==> config.mk <==
export PLATFORM = sky130hd
export DESIGN_NAME = seq_sched
export DESIGN_NICKNAME = d
export VERILOG_FILES = /design/src/rtl/seq_pkg.sv /design/src/rtl/rr_pick.sv /design/src/rtl/seq_sched.sv
export SDC_FILE = /design/constraint.sdc
export NUM_CORES = 1
export LEC_CHECK = 0
export ABC_AREA = 0
export ABC_CLOCK_PERIOD_IN_PS = 1700
export CAP_MARGIN = 10
export CORE_MARGIN = 1.5
export CORE_UTILIZATION = 50
export CTS_CLUSTER_DIAMETER = 60
export DETAILED_ROUTE_END_ITERATION = 7
export GPL_TIMING_DRIVEN = 0
export PLACE_DENSITY = 0.84
export SLEW_MARGIN = 20
export SYNTH_ARGS = -nofsm -noshare
export SYNTH_HDL_FRONTEND = slang
export SYNTH_SLANG_ARGS = --single-unit
==> constraint.sdc <==
create_clock -name clk -period 1.7 [get_ports clk]
set_input_delay 0.51 -clock clk [delete_from_list [all_inputs] [get_ports clk]]
set_output_delay 0.51 -clock clk [all_outputs]
set_load 0.01 [all_outputs]
==> src/rtl/seq_pkg.sv <==
// seq_pkg: shared definitions for the sequence-engine scheduler.
//   state_t : FSM state encoding used by seq_sched
//   SEQ_W   : width of the engine sequence number
package seq_pkg;

   localparam int SEQ_W = 4;

   typedef enum logic [2:0] {
      S_IDLE   = 3'd0,
      S_GRANT  = 3'd1,
      S_LAUNCH = 3'd2,
      S_RUN    = 3'd3,
      S_DONE   = 3'd4,
      S_ABORT  = 3'd5
   } state_t;

endpackage

==> src/rtl/rr_pick.sv <==
// rr_pick: combinational round-robin winner select.
//   req : request vector, one bit per requester
//   ptr : highest-priority index for this pick
//   idx : first set req bit at or above ptr, wrapping modulo NREQ
//   any : high when at least one req bit is set (idx valid)
module rr_pick #(
   parameter int NREQ = 4
) (
   input  logic [NREQ-1:0]         req,
   input  logic [$clog2(NREQ)-1:0] ptr,
   output logic [$clog2(NREQ)-1:0] idx,
   output logic                    any
);

   localparam int IW = $clog2(NREQ);

   // Scan from the lowest priority (ptr+NREQ-1) up to ptr; the last hit
   // written is the one closest to ptr, so no early exit is needed.
   always_comb begin
      int j;
      idx = '0;
      any = 1'b0;
      for (int i = NREQ-1; i >= 0; i--) begin
         j = int'(ptr) + i;
         if (j >= NREQ) j = j - NREQ;
         if (req[j]) begin
            idx = IW'(j);
            any = 1'b1;
         end
      end
   end

endmodule

==> src/rtl/seq_sched.sv <==
// seq_sched: arbitrates NREQ requesters onto one sequence engine.
//   clk, rst   : clock, asynchronous active-high reset
//   req        : level request per requester
//   gnt        : one-hot grant, held from GRANT through DONE/ABORT
//   cmpl, err  : one-cycle pulse to the owner on completion / watchdog abort
//   owner      : grant holder index, 0 when idle
//   busy       : high outside IDLE
//   seq_start  : one-cycle launch pulse to the engine
//   seq_rst    : engine reset (reset and abort)
//   seq_done   : engine completion flag, honoured only in RUN
//   seq_no_in  : engine sequence number
//   seq_no_out : seq_no_in delayed one cycle while RUN, else 0
//   valid      : qualifies seq_no_out
module seq_sched
   import seq_pkg::*;
#(
   parameter int NREQ    = 4,
   parameter int TIMEOUT = 64
) (
   input  logic                    clk,
   input  logic                    rst,
   input  logic [NREQ-1:0]         req,
   output logic [NREQ-1:0]         gnt,
   output logic [NREQ-1:0]         cmpl,
   output logic [NREQ-1:0]         err,
   output logic [$clog2(NREQ)-1:0] owner,
   output logic                    busy,
   output logic                    seq_start,
   output logic                    seq_rst,
   input  logic                    seq_done,
   input  logic [SEQ_W-1:0]        seq_no_in,
   output logic [SEQ_W-1:0]        seq_no_out,
   output logic                    valid
);

   localparam int IW = $clog2(NREQ);
   localparam int WW = $clog2(TIMEOUT+1);
   localparam logic [WW-1:0] WD_MAX = WW'(TIMEOUT);

   state_t         state;
   logic [IW-1:0]  rr_ptr;
   logic [WW-1:0]  wdog;
   logic           ab_2nd;   // second ABORT cycle
   logic [IW-1:0]  pick_idx;
   logic           pick_any;
   logic [IW-1:0]  ptr_next;

   rr_pick #(.NREQ(NREQ)) u_pick (
      .req (req),
      .ptr (rr_ptr),
      .idx (pick_idx),
      .any (pick_any)
   );

   assign ptr_next = (owner == IW'(NREQ-1)) ? '0 : owner + 1'b1;

   // Outputs are registered and written on the edge entering the state
   // they belong to, so they line up exactly with the state register.
   always_ff @(posedge clk or posedge rst) begin
      if (rst) begin
         state      <= S_IDLE;
         rr_ptr     <= '0;
         wdog       <= '0;
         ab_2nd     <= 1'b0;
         gnt        <= '0;
         cmpl       <= '0;
         err        <= '0;
         owner      <= '0;
         busy       <= 1'b0;
         valid      <= 1'b0;
         seq_no_out <= '0;
         seq_start  <= 1'b0;
         seq_rst    <= 1'b1;
      end else begin
         cmpl      <= '0;
         err       <= '0;
         seq_start <= 1'b0;
         seq_rst   <= 1'b0;
         case (state)
            S_IDLE: begin
               if (pick_any) begin
                  state <= S_GRANT;
                  owner <= pick_idx;
                  gnt   <= NREQ'(1) << pick_idx;
                  busy  <= 1'b1;
               end
            end
            S_GRANT: begin
               state     <= S_LAUNCH;
               seq_start <= 1'b1;
            end
            S_LAUNCH: begin
               state      <= S_RUN;
               wdog       <= '0;
               valid      <= 1'b1;
               seq_no_out <= seq_no_in;
            end
            S_RUN: begin
               // Completion takes priority over an expiring watchdog.
               if (seq_done) begin
                  state      <= S_DONE;
                  valid      <= 1'b0;
                  seq_no_out <= '0;
                  cmpl       <= gnt;
               end else if (wdog == WD_MAX) begin
                  state      <= S_ABORT;
                  valid      <= 1'b0;
                  seq_no_out <= '0;
                  err        <= gnt;
                  seq_rst    <= 1'b1;
                  ab_2nd     <= 1'b0;
               end else begin
                  // Below WD_MAX here, so the increment cannot pass it.
                  wdog       <= wdog + 1'b1;
                  seq_no_out <= seq_no_in;
               end
            end
            S_DONE: begin
               state  <= S_IDLE;
               gnt    <= '0;
               owner  <= '0;
               busy   <= 1'b0;
               rr_ptr <= ptr_next;
            end
            S_ABORT: begin
               if (!ab_2nd) begin
                  ab_2nd  <= 1'b1;
                  seq_rst <= 1'b1;
               end else begin
                  state  <= S_IDLE;
                  ab_2nd <= 1'b0;
                  gnt    <= '0;
                  owner  <= '0;
                  busy   <= 1'b0;
                  rr_ptr <= ptr_next;
               end
            end
            default: state <= S_IDLE;
         endcase
      end
   end

endmodule

# After elaboration in Yosys (flattened, before gate mapping)
# Index checks and enable logic that the tools add are counted.
[totals]
ff_bits = 35
inputBits = 11
out_inout_bits = 22
word_cells = 117
[op_classes]
n_addsub = 9
order_cmp = 8
n_eq_ne = 13
shift = 1
n_mux = 62
reduce_logical = 11
[ops]
columns = ["operator", "count"]
rows = [
  ["32-bit by 4-bit < comparator with 1-bit output, second input constant", 4],
  ["32-bit two-way mux", 4],
  ["32-bit by 4-bit >= comparator with 1-bit output, second input constant", 3],
  ["32-bit by 4-bit subtractor with 32-bit output, second input constant", 3],
  ["4-bit two-way mux", 9],
  ["1-bit two-way mux", 21],
  ["2-bit two-way mux", 8],
  ["3-bit one-hot mux with 5 select lines", 1],
  ["7-bit two-way mux", 2],
  ["7-bit one-hot mux with 2 select lines", 1],
  ["3-bit two-way mux", 4],
  ["4-bit one-hot mux with 3 select lines", 1],
  ["3-bit AND reduction", 4],
  ["2-bit inequality test, second input constant", 5],
  ["1-bit binary-select mux with 2-bit select", 4],
  ["4-bit one-hot mux with 2 select lines", 1],
  ["7-bit by 1-bit adder with 7-bit output, second input constant", 1],
  ["7-bit == test, second input constant", 1],
  ["2-bit by 2-bit adder with 3-bit output, second input constant", 2],
  ["3-bit by 2-bit == test with 1-bit output, second input constant", 2],
  ["3-bit == test, second input constant", 2],
  ["1-bit one-hot mux with 2 select lines", 3],
  ["2-bit one-hot mux with 3 select lines", 1],
  ["2-bit nonzero test", 3],
  ["13 further kinds", 14],
]

# Logic depth before layout (Yosys ltp)
# Gate-level depths: netlist of run 1.
[logic_depth]
word_depth = 13
depth_mapped = 6
ltp_nobuf = 6

# By module
# A second synthesis of run 1 with hierarchy kept.
[hier_totals]
hier_cells = 176
area_unflattened_um2 = 1814.2
[by_module_without_submodules]
columns = ["module", "n_inst", "cells_per_inst", "area_per_inst_um2", "seq_area_each_um2"]
rows = [
  ["seq_sched", 1, 163, 1736.7, 877.1],
  ["rr_pick", 1, 13, 77.6, 0.0],
]

# Worst setup path after synthesis of run 1
# No wires, ideal clock.
[synth_timing]
kind = "reg2reg"
from = "register wdog[0]"
to = "register wdog[2]"
setup_time_ps = 120
arrival_ps = 1438
setup_slack_ps = 142
stages_incl_launch_ff = 7
period_less_slack_ps = 1558
path_cell_list = "dfrtp_1 -> inv_1 -> ha_1 -> and4bb_2 -> a211oi_4 -> a21oi_1 -> a31o_1"
[synth_via]
elab_chain_cells = 4
elab_cells_between_ends = 7
classes_between = "add/sub: 1; eq/ne: 2; mux: 3; reduce/logical: 1"
[synth_lines]
columns = ["item", "line_no", "rtl"]
rows = [
  ["start, declared", "seq_sched.sv:42", "logic [WW-1:0] wdog;"],
  ["start signal, assigned", "seq_sched.sv:114", "wdog <= wdog + 1'b1;"],
  ["7-bit by 1-bit adder with 7-bit output", "seq_sched.sv:114", ""],
  ["7-bit two-way mux", "seq_sched.sv:105", "end else if (wdog == WD_MAX) begin"],
  ["7-bit two-way mux", "seq_sched.sv:100", "if (seq_done) begin"],
  ["7-bit one-hot mux with 2 select lines", "seq_sched.sv:79", "case (state)"],
]
# Parallel ways exist; a longest one is shown, timed or not. The select of a mux whose other input is x is not followed.
# A chain may end at the register's enable or synchronous reset.

# Final worst setup path of run 1
[layout_timing]
from = "register wdog[1]"
to = "register wdog[0]"
[layout_via]
elab_chain_cells = 3
[layout_lines]
columns = ["item", "line_no"]
rows = [
  ["7-bit == test", "seq_sched.sv:105"],
  ["2-bit inequality test (no line)", "--"],
  ["3-bit AND reduction (no line)", "--"],
]
# Every way passes these cells.

==> results.txt, run 1 <==
- CTS clk-pin slew, worst paths: 0.10 ns
- Congestion Overflow GR: 0
* Dominant synthesized flop cell: sky130_fd_sc_hd__dfrtp_1
- STA classifies the critical path endpoint as a flip-flop.
- Total instance count after detailed placement: 230
- Critical Path Sink: wdog[0]$_DFFE_PP0P_
* Source-to-sink clock delay at the later pin of the worst-skew pair: 0.34 ns
- Of the total power, registers draw 0.393.
* Total standard cell area after synthesis: 1640 µm²
* Highest clock rate: 615 MHz
- Counting the fill cells in the layout gives 233.
- The tree built by TritonCTS fans out to 35 sinks.
- Row generation in the floorplan step produced 20 rows.
- The tightest min-delay check is of the reg -> reg type.
* Power per standard cell area: 1540 nW/µm²
* Fin. max-slew vios: 0
* Final period demand of the worst path: 1.63 ns
* Critical Path Source: wdog[1]$_DFFE_PP0P_
- The detail route stage leaves a number of antenna-violating nets equal to 0.
- Top Ports: 33
* Max Root-Sink Buffers: 2
- Of the total power, the share spent switching nets is 0.394.
- Summed over all nets, the half-perimeter wirelength after detailed placement is 2570 µm.
- Number of enable-type register cells in the synthesized netlist: 0
- CP Launch Type: flip-flop
* Worst Max-Slew Pin Slew: 0.706 ns
- Status: complete, no violations
* Wire length of the first global-routing pass: 6130 µm
- Average wire per cell in the routed design: 14.9 µm
- Antenna Cells: 0
- 1st-iter DRT viols: 55
* Warnings from Yosys: 0
- Hold buffer count at cts: 0
- Largest net degree at the start of global routing: 36
- Routed via count: 1366
- A synthesized cell averages 10.6 µm².
- Max-slew headroom at the worst pin: 0.529
* Internal power contribution: 2.00 mW
- Combinational Power Share: 0.454
- The finished layout holds 246 standard cells, fillers aside.
- Final worst clock skew: 0.00699 ns
* Area share of the largest cell type after synthesis: 0.520
- Hold slack: 0.480 ns
- Layout cells sized above 1: 0.168
* Drt via density: 5.55
- The biggest area contributor in the post-synthesis netlist is sky130_fd_sc_hd__dfrtp_1.
- The H-tree generated during clock tree synthesis spans 2 levels.
- Max VDD drop: 0.670 mV
* Post-layout nets: 215
* Starting Density: 0.532
- Sequential cell area: 877 µm²
* Synth cell types: 47
- Startpoint of the lowest-slack register-to-register path: wdog[1]$_DFFE_PP0P_
- Floorplan die height: 60.2 µm
* Clock tree root buffer cell: sky130_fd_sc_hd__clkbuf_4
- Routability-driven placement finished with a final weighted congestion of 0.863.
- Nets in the synthesized netlist: 168
- The worst register-to-register path ends at wdog[0]$_DFFE_PP0P_.
- The synthesized design contains 35 register bits.
* Total wire length: 3670 µm
- The setup path with the least slack is of type reg -> reg.
- In the post-synthesis netlist, the biggest area contributors are sky130_fd_sc_hd__dfrtp_1 52%, sky130_fd_sc_hd__nand2_1 3.4%, sky130_fd_sc_hd__nor2_1 3.2%.
* Final period util: 0.956
- Multi-input logic area: 731 µm²
- For this run, design rule violations remaining after detail routing come to 0.
* First-pass iteration count of the detailed router: 4
* Register-to-register setup slack: 0.07 ns
- The cell count after synthesis came out at 154.
- Final hold violation count: 0
* Setup repair after global routing missed its margin: false
* Data required time at the worst endpoint: 1.92 ns
- Vias in the first global route: 1356
* Relative contribution of the clock network to total power: 0.153
* Cell depth of the worst flop-to-flop path: 6
- Static leakage: 1.07 nW
- For this run, the total global-route usage over all layers was measured as 0.231.
- In the synthesized netlist the async set-or-reset flop fraction comes to 1.00.
- Fraction of the yosys area taken by sequential cells: 0.536
* Num CTS Buffers: 5
- Max-cap violations in this run came to 0.
- Width of the die: 60.2 µm
- After routing, the total negative slack on setup checks comes to 0 ns.
- Area inside the core boundary: 3080 µm²
* Arrival time at the worst endpoint: 1.84 ns
- In this run the worst path has a maximum fanout of 5.
- Switching power of the nets: 1.30 mW
* TritonCTS clock tree: done
- Setup violations remaining at the end of the flow were counted as 0.
* Die area: 3630 µm²
- Tot Pwr: 3.30 mW
- Number of buffer cells added on primary ports: 32
* Antenna violations before repair: 0
- From synthesis to final layout, the design area changed by 31.0%.
[final cells by class]
cell class              instances  share of cell area
repair buffers                 40               0.163
clock buffers                   8              0.0321
multi-input cells             105               0.341
inverters                      11              0.0193
well taps                      44              0.0257
flip-flops and latches         35               0.409
plain buffers                   3             0.00992
[critical path: stages, from the launching register on]
cell	delay, ns
sky130_fd_sc_hd__dfrtp_1	0.38
sky130_fd_sc_hd__inv_1	0.07
sky130_fd_sc_hd__ha_1	0.18
sky130_fd_sc_hd__and4bb_2	0.29
sky130_fd_sc_hd__a21oi_4	0.26
sky130_fd_sc_hd__mux2i_1	0.23
sky130_fd_sc_hd__o22ai_1	0.10
[Yosys cell counts (3+ instances only)]
master,instances
sky130_fd_sc_hd__dfrtp_1,34
sky130_fd_sc_hd__nand2_1,15
sky130_fd_sc_hd__nor2_1,14
sky130_fd_sc_hd__inv_1,10
sky130_fd_sc_hd__o21ai_0,10
sky130_fd_sc_hd__and2_1,8
sky130_fd_sc_hd__a22o_1,6
sky130_fd_sc_hd__a21oi_1,5
sky130_fd_sc_hd__ha_1,3
sky130_fd_sc_hd__mux2i_1,3
sky130_fd_sc_hd__o21ai_1,3
[state kept, by name, indices dropped and copies added, names as in the netlist]
| register | count |
|---|---|
| valid | 1 |
| ab_2nd | 1 |
| owner | 2 |
| rr_ptr | 2 |
| state | 3 |
| err | 4 |
| gnt | 4 |
| wdog | 7 |
| seq_no_out | 4 |
| cmpl | 4 |
| seq_rst | 1 |
| seq_start | 1 |
| busy | 1 |
[how the worst min path moves through the flow]
stage                           from               endpoint  slack [ns]  cells after the start
2_1_floorplan  rr_ptr[0]$_DFFE_PP0P_  rr_ptr[0]$_DFFE_PP0P_        0.50                      2
3_3_place_gp        busy$_DFFE_PP0P_       busy$_DFFE_PP0P_        0.46                      2
3_5_place_dp        busy$_DFFE_PP0P_       busy$_DFFE_PP0P_        0.46                      2
4_1_cts             busy$_DFFE_PP0P_       busy$_DFFE_PP0P_        0.48                      2
5_1_grt             busy$_DFFE_PP0P_       busy$_DFFE_PP0P_        0.51                      2
6_report            busy$_DFFE_PP0P_       busy$_DFFE_PP0P_        0.48                      2
[timing repair]
action	in CTS	in global routing
setup buffers	6	2
setup endpoints to repair	32	15
pin swaps	1	0
resized for setup	28	6
[per-stage QoR]
stage          cell area (µm²)  utilization  worst slack (ns)
6_report                  2140        0.697            0.0741
5_1_grt                   2140        0.697          0.000431
4_1_cts                   2110        0.685           0.00579
3_5_place_dp              2010        0.654            -0.523
3_3_place_gp              2010        0.654            -0.440
2_1_floorplan             1640            -             0.142
[power by group through the flow]
stage,clock (mW),sequential (mW),combinational [mW]
finish,0.506,1.30,1.50
detailed placement,0,1.35,1.43
global route,0.551,1.33,1.68
floorplan,0,1.36,0.849
CTS,0.516,1.30,1.46
global placement,0,1.32,1.37
[metal layers]
metal | GRT usage | vias to the layer above | wire length, µm | part of all wire
li1 | - | 644 | - | -
met1 | 0.272 | 666 | 1460 | 0.40
met2 | 0.408 | 46 | 1920 | 0.52
met3 | 0.0606 | 10 | 200 | 0.055
met4 | 0.0730 | 0 | 84 | 0.023
met5 | 0 | - | 0 | 0
[kinds of logic (layout without fill, tap and decap cells)]
family / Yosys count / in the layout / share of synthesized area
AO/OA/AOI/OAI: 43 / 43 / 0.193
XOR/XNOR: 1 / 1 / 0.00535
adder cells (fa/ha/maj): 3 / 3 / 0.0229
buffers and inverters: 14 / 62 / 0.0375
flip-flops: 35 / 35 / 0.536
multiplexers: 4 / 4 / 0.0252
AND/OR/NAND/NOR: 54 / 54 / 0.180
[cell usage in the layout (no fill, tap or decap), types with 2 or more instances in the layout]
cell type	instances
sky130_fd_sc_hd__and2_1	8
sky130_fd_sc_hd__clkbuf_4	5
sky130_fd_sc_hd__buf_4	8
sky130_fd_sc_hd__nand2_1	15
sky130_fd_sc_hd__clkdlybuf4s50_1	5
sky130_fd_sc_hd__inv_2	2
sky130_fd_sc_hd__dfrtp_1	34
sky130_fd_sc_hd__a21oi_1	4
sky130_fd_sc_hd__nor2b_1	2
sky130_fd_sc_hd__inv_1	9
sky130_fd_sc_hd__dlygate4sd2_1	26
sky130_fd_sc_hd__nand4_1	2
sky130_fd_sc_hd__a22o_1	6
sky130_fd_sc_hd__clkbuf_8	2
sky130_fd_sc_hd__nor2_1	14
sky130_fd_sc_hd__o21bai_1	2
sky130_fd_sc_hd__o21a_1	2
sky130_fd_sc_hd__o21ai_0	10
sky130_fd_sc_hd__ha_1	3
sky130_fd_sc_hd__o22ai_1	2
sky130_fd_sc_hd__o21ai_1	3
sky130_fd_sc_hd__mux2i_1	3
(Power assumes the default switching activity.)
==> run 2, diff against run 1 <==
- CORE_UTILIZATION: 50 -> 55
- DONT_BUFFER_PORTS: unset -> 1
- PLACE_DENSITY: 0.84 -> 0.76
==> run 2 against run 1 <==
Critical path type unchanged. Combinational power shrank 23%. Clock-buffer cell count is 2 lower. Total power fell by 3.7%. Largest cell class unchanged. Critical path depth unchanged. Non-clock buffer count is 34 lower. Hold slack got worse by 0.33 ns. Highest routed layer unchanged. Global-route usage down 2.5 points. First-iteration DRC count down 15%.
==> results.txt, run 2 (synthesis gave the netlist of run 1 again) <==
* Vias in the first global route: 1195
- Across the routed clock network, the largest skew measured is 0.0111 ns.
- Kind of capture point of the worst setup path: flip-flop
- Final period demand of the worst path: 1.60 ns
- Setup violations remaining at the end of the flow were counted as 0.
- Once layout is done, the placed cells without fillers occupy 1830 µm².
* Routed via count: 1188
* CP Launch Type: flip-flop
* First-pass iteration count of the detailed router: 4
* Status: complete, no violations
- Antenna Cells: 0
* Leading cell types in the layout, fill and taps excluded: 33 x sky130_fd_sc_hd__dfrtp_1, 15 x sky130_fd_sc_hd__nand2_1, 14 x sky130_fd_sc_hd__nor2_1
- In the final routed layout, each cell accounts on average for 16.2 µm.
* Final period util: 0.944
- In the routed layout, each cell is associated on average with a via count of 5.97.
- TritonCTS built the clock tree.
* Top Ports: 33
- Number of flip-flops under the largest register name: 7
- Max VDD drop: 1.31 mV
- Data required time at the worst endpoint: 1.92 ns
- In the final design database the tool counted 181 nets.
- In this run, CTS created clock tree buffers numbering 5.
- Remaining routing DRC violations: 0
* Layout cells sized above 1: 0.196
* Total wire length: 3230 µm
- Number of buffer cells added on primary ports: 0
- The number of antenna violations at the first check in global routing was 0.
- The die covers 3310 µm².
- The clock reaches the later pin of the worst-skew pair after 0.33 ns.
- Max-cap violations in this run came to 0.
* Highest clock rate: 623 MHz
- Along the worst path, the maximum fanout reaches 5.
- The total area inside the core boundary comes to 2780 µm².
- Measured along the y axis, the die boundary spans 57.6 µm.
- Total Negative Setup Slacks: 0 ns
- Worst Max-Slew Pin Slew: 0.702 ns
* Most frequent standard cell in the layout excluding fill and tap cells: sky130_fd_sc_hd__dfrtp_1
- Max Root-Sink Buffers: 2
- For this design the static power due to leakage is 0.856 nW.
- Clk sinks: 35
- For this block, the initial DRC count from the detailed router was 47.
- At the worst endpoint, the arrival time is 1.82 ns.
* Hold buffer count at cts: 0
- In this run the number of H-tree levels came out at 2.
- Final hold violation count: 0
* Hold crit path type: in -> async
- Fin. max-slew vios: 0
* Total global routing track utilization: 0.206
- In this run the power density over the cells is 1740 nW/µm².
- Starting Density: 0.588
* CTS clk-pin slew, worst paths: 0.11 ns
- Congestion Overflow GR: 0
* Post-synthesis to final-layout area growth: 11.9%
- Largest net degree at the start of global routing: 36
- Cell row count: 19
- Number of nets with antenna violations after detailed routing: 0
- Placed Instance Area: 1680 µm²
- The root buffer cell chosen for the clock tree is sky130_fd_sc_hd__clkbuf_4.
- Setup repair after global routing left no endpoint under its margin.
- The critical path is of the reg -> reg type.
* Width of the die: 57.6 µm
- After legalization and detailed placement, the total HPWL measured 2270 µm.
- Headroom to the max-slew limit came out at 0.531.
* Most flops, register: wdog
- At the end of routability-driven placement, the weighted congestion stood at 0.890.
- Wire length of the first global-routing pass: 5200 µm
[run 2: metal layers]
metal  share of wire  wire length [µm]  GRT usage
met2            0.49              1570      0.318
met1            0.44              1430      0.266
met5               0                 0          0
met3           0.055               177     0.0544
met4           0.015                47      0.106
[run 2: area by class of cell]
| type | instances | area [µm²] |
|---|---|---|
| well taps | 31 | 38.8 |
| clock buffers | 6 | 51.3 |
| clock inverters | 2 | 35.0 |
| flip-flops and latches | 35 | 878 |
| repair buffers | 6 | 45.0 |
| plain buffers | 3 | 21.3 |
| multi-input cells | 105 | 719 |
| inverters | 11 | 41.3 |
| fillers | 221 | 951 |
[run 2: critical path, cell delays in order (launching register included)]
cell                       delay (ns)
sky130_fd_sc_hd__dfrtp_2         0.44
sky130_fd_sc_hd__inv_1           0.08
sky130_fd_sc_hd__ha_1            0.14
sky130_fd_sc_hd__and4bb_4        0.30
sky130_fd_sc_hd__nand2_1         0.13
sky130_fd_sc_hd__nor3_4          0.28
sky130_fd_sc_hd__o21ai_1         0.11
[run 2: worst paths after layout]
| kind | end | startpoint | cells past startpoint | slack (ns) |
|---|---|---|---|---|
| min in group clk | seq_rst$_DFF_PP1_ | seq_done | 1 | 0.24 |
| max in group asynchronous | wdog[0]$_DFFE_PP0P_ | rst | 1 | 1.06 |
| max reg2reg | ab_2nd$_DFFE_PP0P_ | wdog[0]$_DFFE_PP0P_ | 6 | 0.1 |
| min reg2reg | busy$_DFFE_PP0P_ | busy$_DFFE_PP0P_ | 2 | 0.58 |
| max | ab_2nd$_DFFE_PP0P_ | wdog[0]$_DFFE_PP0P_ | 6 | 0.1 |
| min | gnt[3]$_DFFE_PP0P_ | rst | 1 | 0.15 |
[run 2: what timing repair did]
action,CTS,global route
gates resized for setup,0,7
endpoints found under the setup margin,3,14
pin swaps,1,1
setup buffers,1,5
[run 2: metrics by stage]
stage	total power, mW	util	setup slack [ns]	hold WS [ns]	cells
final	3.18	0.658	0.0957	0.154	199
after floorplan	2.21	-	0.142	0.496	154
after CTS	3.12	0.636	-0.0382	0.173	194
after global routing	3.39	0.658	0.00833	0.198	199
after detailed placement	2.47	0.602	-0.0237	0.541	185
after global placement	2.42	0.602	0.0290	0.529	185
[run 2: report_power, final]
group	total [mW]	internal, mW	switching (mW)
Combinational	1.16	0.486	0.670
Sequential	1.41	1.10	0.311
Clock	0.615	0.347	0.268
